**config.mk**
```make
export PLATFORM = sky130hd
export DESIGN_NAME = fetch_unit
export DESIGN_NICKNAME = d
export VERILOG_FILES = /design/src/rtl/fetch_unit_pkg.sv /design/src/rtl/fetch_unit_branch_predictor.sv /design/src/rtl/fetch_unit.sv
export SDC_FILE = /design/constraint.sdc
export NUM_CORES = 1
export LEC_CHECK = 0
export BUFFER_PORTS_ARGS = -buffer_cell sky130_fd_sc_hd__buf_4
export CORE_MARGIN = 2
export CORE_UTILIZATION = 61
export DETAILED_ROUTE_END_ITERATION = 10
export HOLD_SLACK_MARGIN = 0.12
export PLACE_DENSITY_LB_ADDON = 0.25
export SLEW_MARGIN = 20
export SYNTH_ARGS = -nofsm -noshare
export SYNTH_HDL_FRONTEND = slang
export SYNTH_SLANG_ARGS = --single-unit
```
**constraint.sdc**
```tcl
create_clock -name clk -period 4.9 [get_ports clk]
set_input_delay 0.49 -clock clk [delete_from_list [all_inputs] [get_ports clk]]
set_output_delay 0.49 -clock clk [all_outputs]
set_load 0.01 [all_outputs]
```
**src/rtl/fetch_unit_pkg.sv**
```systemverilog
// Shared widths, constants and helpers for the fetch unit and its branch predictor.
package fetch_unit_pkg;

    localparam int PC_W       = 16;
    localparam int PRED_DEPTH = 8;
    localparam int IDX_W      = 3;
    localparam int CNT_W      = 2;
    localparam int OPC_W      = 4;

    localparam logic [OPC_W-1:0] HLT_OPCODE    = 4'hF;
    localparam logic [CNT_W-1:0] CNT_RESET     = 2'b00;
    localparam logic [CNT_W-1:0] CNT_MAX       = 2'b11;
    localparam logic [CNT_W-1:0] CNT_MIN       = 2'b00;
    localparam logic [PC_W-1:0]  PC_RESET      = 16'h0000;
    localparam logic [PC_W-1:0]  INSTR_BYTES   = 16'h0002;
    localparam logic [PC_W-1:0]  PC_ALIGN_MASK = 16'hFFFE;

    typedef enum logic [1:0] {
        NPC_REDIRECT,
        NPC_HOLD,
        NPC_TARGET,
        NPC_SEQ
    } npc_sel_e;

    // Two-bit saturating counter step toward the resolved outcome.
    function automatic logic [CNT_W-1:0] satCount(input logic [CNT_W-1:0] cnt,
                                                  input logic             taken);
        logic [CNT_W-1:0] result;
        result = cnt;
        if (taken) begin
            if (cnt != CNT_MAX) begin
                result = cnt + 2'd1;
            end
        end else if (cnt != CNT_MIN) begin
            result = cnt - 2'd1;
        end
        return result;
    endfunction

endpackage

```
**src/rtl/fetch_unit_branch_predictor.sv**
```systemverilog
// Branch history table (2-bit counters) and branch target buffer with one
// combinational read port and one clocked update port.
module Branch_Predictor
    import fetch_unit_pkg::*;
(
    input  logic             clk,
    input  logic             rst_n,
    input  logic [IDX_W-1:0] rd_idx,
    output logic [CNT_W-1:0] rd_counter,
    output logic [PC_W-1:0]  rd_target,
    input  logic             upd_en,
    input  logic [IDX_W-1:0] upd_idx,
    input  logic             upd_taken,
    input  logic [PC_W-1:0]  upd_target
);

    logic [CNT_W-1:0] bht_q [PRED_DEPTH];
    logic [CNT_W-1:0] bht_d [PRED_DEPTH];
    logic [PC_W-1:0]  btb_q [PRED_DEPTH];
    logic [PC_W-1:0]  btb_d [PRED_DEPTH];

    // Reads see registered state only, so a same-cycle update shows up next cycle.
    assign rd_counter = bht_q[rd_idx];
    assign rd_target  = btb_q[rd_idx];

    always_comb begin
        bht_d = bht_q;
        btb_d = btb_q;
        if (upd_en) begin
            bht_d[upd_idx] = satCount(bht_q[upd_idx], upd_taken);
            if (upd_taken) begin
                btb_d[upd_idx] = upd_target;
            end
        end
    end

    always_ff @(posedge clk) begin
        if (!rst_n) begin
            for (int i = 0; i < PRED_DEPTH; i++) begin
                bht_q[i] <= CNT_RESET;
                btb_q[i] <= PC_RESET;
            end
        end else begin
            bht_q <= bht_d;
            btb_q <= btb_d;
        end
    end

endmodule

```
**src/rtl/fetch_unit.sv**
```systemverilog
// Instruction fetch stage: PC register, next-PC selection (redirect, stall,
// halt, predicted-taken, sequential) and the branch predictor.
module fetch_unit
    import fetch_unit_pkg::*;
(
    input  logic            clk,
    input  logic            rst_n,
    input  logic            stall,
    input  logic            redirect,
    input  logic [PC_W-1:0] redirect_pc,
    input  logic            upd_en,
    input  logic [3:0]      upd_idx,
    input  logic            upd_taken,
    input  logic [PC_W-1:0] upd_target,
    input  logic [PC_W-1:0] imem_data,
    output logic [PC_W-1:0] imem_addr,
    output logic [PC_W-1:0] PC_curr,
    output logic [PC_W-1:0] PC_next,
    output logic [PC_W-1:0] PC_inst,
    output logic [1:0]      prediction,
    output logic [PC_W-1:0] predicted_target,
    output logic            halted
);

    logic [PC_W-1:0]  pc_q;
    logic [PC_W-1:0]  pc_d;
    logic [PC_W-1:0]  pcSeq;
    logic [CNT_W-1:0] predCounter;
    logic [PC_W-1:0]  predTarget;
    logic [IDX_W-1:0] predIdx;
    logic [IDX_W-1:0] updEntry;
    logic             hltFetched;
    logic             predictTaken;
    logic             unusedUpdLsb;
    npc_sel_e         npcSel;

    // Instructions are two bytes, so the index skips PC bit 0.
    assign predIdx      = pc_q[IDX_W:1];
    assign updEntry     = upd_idx[IDX_W:1];
    assign unusedUpdLsb = upd_idx[0];

    assign pcSeq        = pc_q + INSTR_BYTES;
    assign hltFetched   = (imem_data[PC_W-1 -: OPC_W] == HLT_OPCODE);
    assign predictTaken = predCounter[CNT_W-1];

    assign imem_addr        = pc_q;
    assign PC_curr          = pc_q;
    assign PC_next          = pcSeq;
    assign PC_inst          = imem_data;
    assign prediction       = predCounter;
    assign predicted_target = predTarget;
    assign halted           = hltFetched & ~redirect;

    Branch_Predictor u_predictor (
        .clk        (clk),
        .rst_n      (rst_n),
        .rd_idx     (predIdx),
        .rd_counter (predCounter),
        .rd_target  (predTarget),
        .upd_en     (upd_en),
        .upd_idx    (updEntry),
        .upd_taken  (upd_taken),
        .upd_target (upd_target)
    );

    // A redirect means the HLT was fetched on a wrong path, so it beats the halt hold.
    always_comb begin
        npcSel = NPC_SEQ;
        if (redirect) begin
            npcSel = NPC_REDIRECT;
        end else if (stall || hltFetched) begin
            npcSel = NPC_HOLD;
        end else if (predictTaken) begin
            npcSel = NPC_TARGET;
        end
    end

    always_comb begin
        pc_d = pcSeq;
        case (npcSel)
            NPC_REDIRECT: pc_d = redirect_pc;
            NPC_HOLD:     pc_d = pc_q;
            NPC_TARGET:   pc_d = predTarget;
            default:      pc_d = pcSeq;
        endcase
    end

    always_ff @(posedge clk) begin
        if (!rst_n) begin
            pc_q <= PC_RESET;
        end else begin
            pc_q <= pc_d & PC_ALIGN_MASK;
        end
    end

endmodule

```
; ---- Yosys cells after proc, flatten, opt, wreduce, memory -nomap -nowiden
; Index checks and enable logic that the tools add are counted.
[classes]
bitwise = 4
n_lt_le_gt_ge = 3
mux = 23
n_eq_ne = 4
reduce_logical = 5
addsub = 3
[ops]
columns = operator, n
row1 = bitwise mux 128 bit, 1
row2 = binary-select mux 16 bit (select 3 bit), 1
row3 = demux 16 bit (select 3 bit), 1
row4 = 2-to-1 mux 16 bit, 3
row5 = one-hot mux 16 bit (3 select lines), 1
row6 = 2-to-1 mux 2 bit, 11
row7 = adder 16 x 2 -> 16 bit (second input constant), 1
row8 = bitwise mux 16 bit, 1
row9 = binary-select mux 2 bit (select 3 bit), 2
row10 = greater-or-equal comparator 4 bit (second input constant), 2
row11 = NOT 3 -> 4 bit, 2
row12 = demux 2 bit (select 3 bit), 1
row13 = equality test 4 bit (second input constant), 1
row14 = less-than comparator 4 x 1 -> 1 bit (second input constant), 1
row15 = adder 2 x 1 -> 2 bit (second input constant), 1
row16 = equality test 2 x 1 -> 1 bit (second input constant), 1
row17 = equality test 2 bit (second input constant), 1
row18 = logical NOT 2 bit, 1
row19 = != test 2 bit (second input constant), 1
row20 = AND reduction 2 bit, 1
row21 = nonzero test 2 bit, 1
row22 = subtractor 2 x 1 -> 2 bit (second input constant), 1
row23 = bitwise AND 1 bit, 1
row24 = logical AND 1 bit, 1
row25 = other kinds (3), 3
[totals]
output_inout_bits = 83
regBits = 160
inputBits = 58

; ---- Depth between registers and ports, before layout
; Gate-level depths: netlist (run 1).
[logic_depth]
depth_word = 9
depth_mapped = 9
depth_no_buf = 7

; ---- Hierarchy
; A second synthesis (run 1) with hierarchy kept.
[unflattened]
hier_cells = 966
area_unflattened_um2 = 8475.6
[by_module_without_submodules]
columns = module, area_each_um2, n_inst, cells_each
row1 = Branch_Predictor, 7019.2, 1, 775
row2 = fetch_unit, 1456.4, 1, 191

; ---- Worst setup path after synthesis (run 1)
; No wires, ideal clock.
[synth_path]
kind = reg-to-output
from = reg pc_q[2], in the netlist PC_curr[2]
to = out prediction[0]
n_path_buf = 3
slack_ps = 2725
path_stages_with_launch = 6
arrival_ps = 1685
path_cell_list = dfxtp_1 > buf_2 > buf_4 > buf_2 > mux4_2 > mux2_2
[synth_via]
elab_chain_cells = 4
[synth_lines]
columns = item, line
row1 = "start, declared", fetch_unit.sv:25  ; logic [PC_W-1:0] pc_q;
row2 = "start signal, assigned", fetch_unit.sv:92  ; pc_q <= pc_d & PC_ALIGN_MASK;
row3 = NOT 3 -> 4 bit (implied by the code), fetch_unit_branch_predictor.sv:23  ; assign rd_counter = bht_q[rd_idx];
row4 = binary-select mux 2 bit (select 3 bit), fetch_unit_branch_predictor.sv:23
row5 = 2-to-1 mux 2 bit (implied by the code) (2 in a row), fetch_unit_branch_predictor.sv:23
row6 = "end, declared", fetch_unit.sv:20  ; output logic [1:0] prediction,
; No other way between the ends. The select of a mux whose other input is x is not followed.

; ---- Worst setup path after layout (run 1)
[layout_path]
from = reg pc_q[3], in the netlist PC_curr[3]
to = out prediction[1]
; The elaborated chain is that of the path after synthesis.

==> results of run 1 <==
## stage by stage
stage               worst slack, ps  utilization  total power [mW]
CTS                            1640        0.726              3.12
floorplan                      2720            -              1.61
global placement               2080        0.675              1.71
detailed placement             2080        0.675              1.71
global route                   1510        0.726              3.22
finish                         1600        0.726              3.12
## path summary, 6_finish.rpt
kind / cells past startpoint / endpoint / startpoint
worst max-delay path: 5 / prediction[1] / PC_curr[3]
worst min-delay path: 2 / PC_curr[3] / redirect_pc[3]
worst max register to register: 7 / PC_curr[15] / PC_curr[3]
worst min register to register: 2 / u_predictor.btb_q[38] / u_predictor.btb_q[38]
## cell type report
cell class | count | area share
Sequential cell | 159 | 0.345
Clock buffer | 29 | 0.0607
Inverter | 8 | 0.00352
Clock inverter | 3 | 0.00976
Multi-Input combinational cell | 662 | 0.458
Timing Repair Buffer | 123 | 0.100
Tap cell | 172 | 0.0233
## cells by family (layout without fill, tap and decap cells)
group,after synthesis,in the layout
flops,159,159
simple gates,370,370
buf+inv,116,163
xor+xnor,13,13
fa+ha+maj,1,1
other cells,1,3
compound gates,216,216
mux,59,59
## where the power goes
| group | internal (mW) | leakage (nW) | switching (mW) |
|---|---|---|---|
| clock network | 0.926 | 0.320 | 0.508 |
| registers | 1.32 | 1.29 | 0.0392 |
| logic | 0.147 | 1.83 | 0.179 |
## per-layer routing
layer	wire [um]	global-route usage	vias up
met4	356	0.0930	0
met3	2300	0.0806	39
li1	-	-	3221
met1	8630	0.397	3289
met5	0	0	-
met2	10400	0.518	367
## state kept, by name (all words and copies together) (netlist names)
signal,flops
u_predictor.bht_q,16
PC_curr,15
u_predictor.btb_q,128
## layout by cell type (no fill, tap or decap), drive strengths merged, types with 3 or more instances in the layout
cell type	count
mux2i	12
mux4	36
a221oi	5
nand3	8
nor2	17
a31oi	9
o211a	4
nor3	12
nand2	310
a21oi	23
clkbuf	29
dfxtp	159
inv	8
xor2	5
o21ai	40
a21boi	128
nor4	3
nand4	5
conb	3
and3	3
bufinv	3
xnor2	8
mux2	11
buf	123
## worst reg2reg max path, delay by kind of cell, from the launching register on
kind                   cells  cell delay (ps)
and+or+nand+nor            1              260
muxes                      2              900
DFF                        1              690
buffers and inverters      2              600
AOI/OAI and AO/OA          2              250
==> impl_metrics.ini, run 1 <==
[run_status]
run_status = finished, final reports clean

[setup_path]
slowest_delay_ps = 690
ff2ff_setup_slack_ps = 2130
worstPathCellList = buf_4, mux4_2, mux2i_4, inv_4, buf_4
cp_max_fo = 22
timing.critical_path.slowest_stage_cell = sky130_fd_sc_hd__dfxtp_2
critical_path_class = reg2out
critical_path_s_top_delay_family = multiplexers
critical_path_buffers_and_inverters = 3
setup.worst_path.start_class = flop
critical_path.most_common_cell = sky130_fd_sc_hd__buf_4
arrival_ps = 2810
critical_path_capture_point_type = primary output
required_ps = 4410

[route]
postRouteAntennaNets = 0
dr_total_vias = 6916
drt_iter0_markers = 751
firstDrtPassIters = 5
drt_drc_violations_left = 0
drt_wl_total_um = 21700
drt-wirelength-per-cell_um = 18.8
detail_route.vias_per_cell = 5.98

[logic_synthesis]
top_area_cell_type_share_of_the_netlist_area = 0.397
synth_top_cells_by_area = sky130_fd_sc_hd__dfxtp_1, sky130_fd_sc_hd__nand2_1, sky130_fd_sc_hd__a21boi_0
yosys_reg_bits = 159
synth_mux_area_frac = 0.133
yosys.cell_types.count = 50
area_of_the_mapped_netlist_um2 = 8030
yosys.area_share.xor_xnor = 0.0142
ys_warn_count = 0
post_synth_and_or_nand_nor_area_fraction = 0.191
netlist.top_cell.by_area = sky130_fd_sc_hd__dfxtp_1
synth_top_family_by_area = simple AND/OR/NAND/NOR gates
synth_compound_gate_area_share = 0.185
synth_edf_count = 0
synth-adder-area-share = 0.00156
asyncSetResetFlopFracSynth = 0
post-synth-top-count-cell = sky130_fd_sc_hd__nand2_1
synth.top_cells.by_count = sky130_fd_sc_hd__nand2_1, sky130_fd_sc_hd__dfxtp_1, sky130_fd_sc_hd__a21boi_0, sky130_fd_sc_hd__clkbuf_1, sky130_fd_sc_hd__buf_4
postSynthAreaPerCell_um2 = 8.58
portion_of_the_post_synthesis_area_used_by_sequential_elements = 0.397
synth_flop_cell = sky130_fd_sc_hd__dfxtp_1
post_synthesis_cell_count = 935

[sta]
report.final.slew_viol_count = 0
slew-limit-headroom = 0.226
finalHoldWorstSlack_ps = 290
final_number_of_hold_violating_endpoints = 0
finalSetupViolCount = 0
period_share = 0.673
finClkSkew_ps = 7.29
finalCriticalPeriod_ps = 3300
unrepaired_setup_endpoints_after_global_routing = false
worst_pin_slew_ps = 1150
sum_of_negative_setup_slack_ps = 0
achievable-frequency_mhz = 303

[layout]
multiInputGateArea_um2 = 4220
final_design_area_no_fill_um2 = 9230
final_layout_size_suffix_gt1_frac = 0.224
final-instance-count-excl-fill = 1156
num-nets-final = 1030
antennaDiodeCount = 0
filler_cell_count = 988
ff_latch_area_um2 = 3190
layout-area-overhead-vs-synth_pct = 15.0

[global_route]
grt_remaining_overflow = 0
grt_use_total = 0.311
grt_max_degree = 119
grt_pass1_vias = 6410
antenna_violations_before_repair = 0
first_pass_grt_wire_length_um = 34100

[clock_network]
clock_root_buffer = sky130_fd_sc_hd__clkbuf_16
cts_buffer_depth = 2
cts_inserted_buffers = 17
tritoncts_num_sinks = 159
ctsResizeCount = 0
cts_hold_repair.buffers = 0
cts_htree_levels = 4
worst_skew_pair.late_latency_ps = 430
cts_tree = built
clk_transition_reported_paths_ps = 60
cts_post_setup_buffers_inserted = 0

[power]
leakagePower_nw = 3.43
p_per_area_nw_per_um2 = 338
vdd_ir_drop_max_mv = 0.238

[floorplanning]
design.core.area_um2 = 12700
design.die.area_um2 = 14100
total_number_of_placement_rows = 41
floorplan.initialDensity = 0.631
design.portCount = 141
fp.dieW_um = 119
die-height_um = 119

[place]
buffer_ports.inserted = 111
gpl.final_weighted_congestion = 0.890
place.detailed.hpwl_um = 13300
detailed_place.area_um2 = 8580
dp_cells = 1124

[run]
cap_violations = 0

[worst_hold_path]
hold_class = in2reg
(Power assumes the default switching activity.)
==> inputs of run 2 (changes only) <==
Settings changed: ABC_AREA set to 1, CORE_UTILIZATION 61 to 57.
Clock period 4.9 ns to 3.05 ns, I/O delays scaled along.
==> run 2 against run 1 <==
  * Register-to-register slack worse by 1200 ps
  * Core utilization is 5.8 points lower
  * Synthesized cell count is 36% higher
  * Combinational power is 130% higher
  * Global-route usage is 0.32 points lower
  * Routed wire length is 11% higher
  * Die area is 9.6% higher
  * Power is 64% higher
  * Critical path depth is 2 higher
  * First-iteration DRC count is 37% higher
  * Critical endpoint is now PC_next[14]
  * Largest power group is now registers
  * Highest routed layer unchanged
==> impl_metrics.ini, run 2 <==
[run_status]
run_status = finished, final reports clean

[logic_synthesis]
post-synth-top-count-cell = sky130_fd_sc_hd__nand2_1
area_of_the_mapped_netlist_um2 = 8250
yosys.cell_types.count = 34
portion_of_the_post_synthesis_area_used_by_sequential_elements = 0.386
synth_flop_cell = sky130_fd_sc_hd__dfxtp_1
postSynthAreaPerCell_um2 = 6.51
netlist.top_cell.by_area = sky130_fd_sc_hd__dfxtp_1
synth_edf_count = 0
synth_top_cells_by_area = sky130_fd_sc_hd__dfxtp_1, sky130_fd_sc_hd__nand2_1, sky130_fd_sc_hd__nor2_1
post_synthesis_cell_count = 1267
top_area_cell_type_share_of_the_netlist_area = 0.386
yosys_reg_bits = 159
synth.top_cells.by_count = sky130_fd_sc_hd__nand2_1, sky130_fd_sc_hd__nor2_1, sky130_fd_sc_hd__dfxtp_1, sky130_fd_sc_hd__nand3_1, sky130_fd_sc_hd__o21ai_0
ys_warn_count = 0
asyncSetResetFlopFracSynth = 0

[sta]
slew-limit-headroom = 0.442
report.final.slew_viol_count = 0
final_number_of_hold_violating_endpoints = 0
finalSetupViolCount = 0
finClkSkew_ps = 4.35
period_share = 0.884
finalCriticalPeriod_ps = 2700
sum_of_negative_setup_slack_ps = 0
achievable-frequency_mhz = 371
worst_pin_slew_ps = 837
unrepaired_setup_endpoints_after_global_routing = false

[floorplanning]
design.portCount = 141
die-height_um = 124
total_number_of_placement_rows = 43
floorplan.initialDensity = 0.590
design.core.area_um2 = 14000
design.die.area_um2 = 15500
fp.dieW_um = 124

[setup_path]
ff2ff_setup_slack_ps = 910
crit-reg2reg-launch = PC_curr[2]
r2r.worst_path.cells = 10
critical_path_class = reg2out
r2r-end = PC_curr[14]
setup.worst_path.start_class = flop
required_ps = 2740
cp_max_fo = 34
arrival_ps = 2390
critical_path_capture_point_type = primary output

[worst_hold_path]
worstHoldPathCells = 3
timing.hold.worst.start = upd_target[6]
min_to = u_predictor.btb_q[38]
hold_class = in2reg

[clock_network]
ctsResizeCount = 0
cts_post_setup_buffers_inserted = 0
clk_transition_reported_paths_ps = 60
cts_hold_repair.buffers = 0
tritoncts_num_sinks = 159
cts_inserted_buffers = 17
cts_htree_levels = 4
cts_tree = built
clock_root_buffer = sky130_fd_sc_hd__clkbuf_16
worst_skew_pair.late_latency_ps = 430
cts_buffer_depth = 2

[global_route]
grt_use_total = 0.308
grt_remaining_overflow = 0
first_pass_grt_wire_length_um = 38900
grt_pass1_vias = 7701
antenna_violations_before_repair = 0
grt_max_degree = 76

[power]
p_per_area_nw_per_um2 = 547
leakagePower_nw = 4.23
vdd_ir_drop_max_mv = 0.425

[place]
detailed_place.area_um2 = 8740
buffer_ports.inserted = 111
gpl.final_weighted_congestion = 0.873
place.detailed.hpwl_um = 14400

[route]
drt_drc_violations_left = 0
postRouteAntennaNets = 0
drt-wirelength-per-cell_um = 16.2
detail_route.vias_per_cell = 5.65
firstDrtPassIters = 6
dr_total_vias = 8406
drt_iter0_markers = 1029
drt_wl_total_um = 24100

[layout]
largest_register_ff_count = 128
mostFrequentLayoutCell = sky130_fd_sc_hd__nand2_1
ff_latch_area_um2 = 3190
mostFrequentLayoutCells = sky130_fd_sc_hd__nand2_1, sky130_fd_sc_hd__nor2_1, sky130_fd_sc_hd__dfxtp_1
registers.top_by_ff_count = u_predictor.btb_q
multiInputGateArea_um2 = 4110
filler_cell_count = 1235
num-nets-final = 1353
layout-area-overhead-vs-synth_pct = 13.3
final_layout_size_suffix_gt1_frac = 0.141
final_design_area_no_fill_um2 = 9340
antennaDiodeCount = 0

[run]
cap_violations = 0
-- run 2: cell types whose count changed after synthesis, sizes merged, moves of 35 or more --
cell	before	now
a21oi	23	58
inv	8	63
nor2	17	244
nand3	8	149
o21ai	40	143
buf	52	88
mux4	36	0
a21boi	128	0
-- run 2: cell families (layout without fill, tap and decap cells) --
group,after synthesis,in the layout,synth area share
adders and majority gates,1,1,0.00152
other,1,3,0.000455
and+or+nand+nor,703,703,0.357
buffers and inverters,186,224,0.116
AOI/OAI and AO/OA,207,207,0.127
DFF,159,159,0.386
xor gates and xnor gates,10,10,0.0115
-- run 2: layout make-up --
cell class / count / share of cell area
Clock inverter: 10 / 0.0137
Sequential cell: 159 / 0.341
Clock buffer: 22 / 0.0508
Inverter: 64 / 0.0260
Multi-Input combinational cell: 924 / 0.440
Tap cell: 180 / 0.0241
Timing Repair Buffer: 128 / 0.104
-- run 2: critical path: stages, from the launching register on --
cell,delay [ps]
sky130_fd_sc_hd__dfxtp_2,560
sky130_fd_sc_hd__buf_4,460
sky130_fd_sc_hd__nand2_1,270
sky130_fd_sc_hd__nor3_4,310
sky130_fd_sc_hd__nand2_1,80
sky130_fd_sc_hd__nand2_1,60
sky130_fd_sc_hd__nand2_1,60
sky130_fd_sc_hd__buf_4,140
-- run 2: worst max path at each step --
stage          startpoint            end  slack (ps)
5_1_grt        PC_curr[2]    PC_next[14]         220
2_1_floorplan  PC_curr[1]  prediction[0]        1240
3_3_place_gp   PC_curr[2]    PC_next[14]         820
6_report       PC_curr[2]    PC_next[14]         350
4_1_cts        PC_curr[2]    PC_next[14]         360
3_5_place_dp   PC_curr[2]    PC_next[14]         830
-- run 2: report_power, final --
part | internal (mW) | switching, mW | total [mW]
registers | 2.13 | 0.0598 | 2.19
clock network | 1.28 | 0.890 | 2.17
logic | 0.270 | 0.479 | 0.749
total | 3.69 | 1.43 | 5.12
-- run 2: metrics by stage --
step | util | instances | hold WS, ps | power (mW) | setup WS, ps
floorplan | - | 1269 | 424 | 2.73 | 1240
global placement | 0.625 | 1455 | 436 | 2.97 | 822
detailed placement | 0.625 | 1455 | 437 | 2.97 | 827
CTS | 0.668 | 1487 | 167 | 5.11 | 359
global route | 0.668 | 1487 | 183 | 5.28 | 222
finish | 0.668 | 1487 | 172 | 5.11 | 354
-- run 2: layer usage --
layer,vias up,global-route usage,part of all wire
met2,464,0.485,0.45
met4,0,0.143,0.036
met3,74,0.0623,0.096
li1,4072,-,-
met1,3796,0.406,0.42
met5,-,0,0
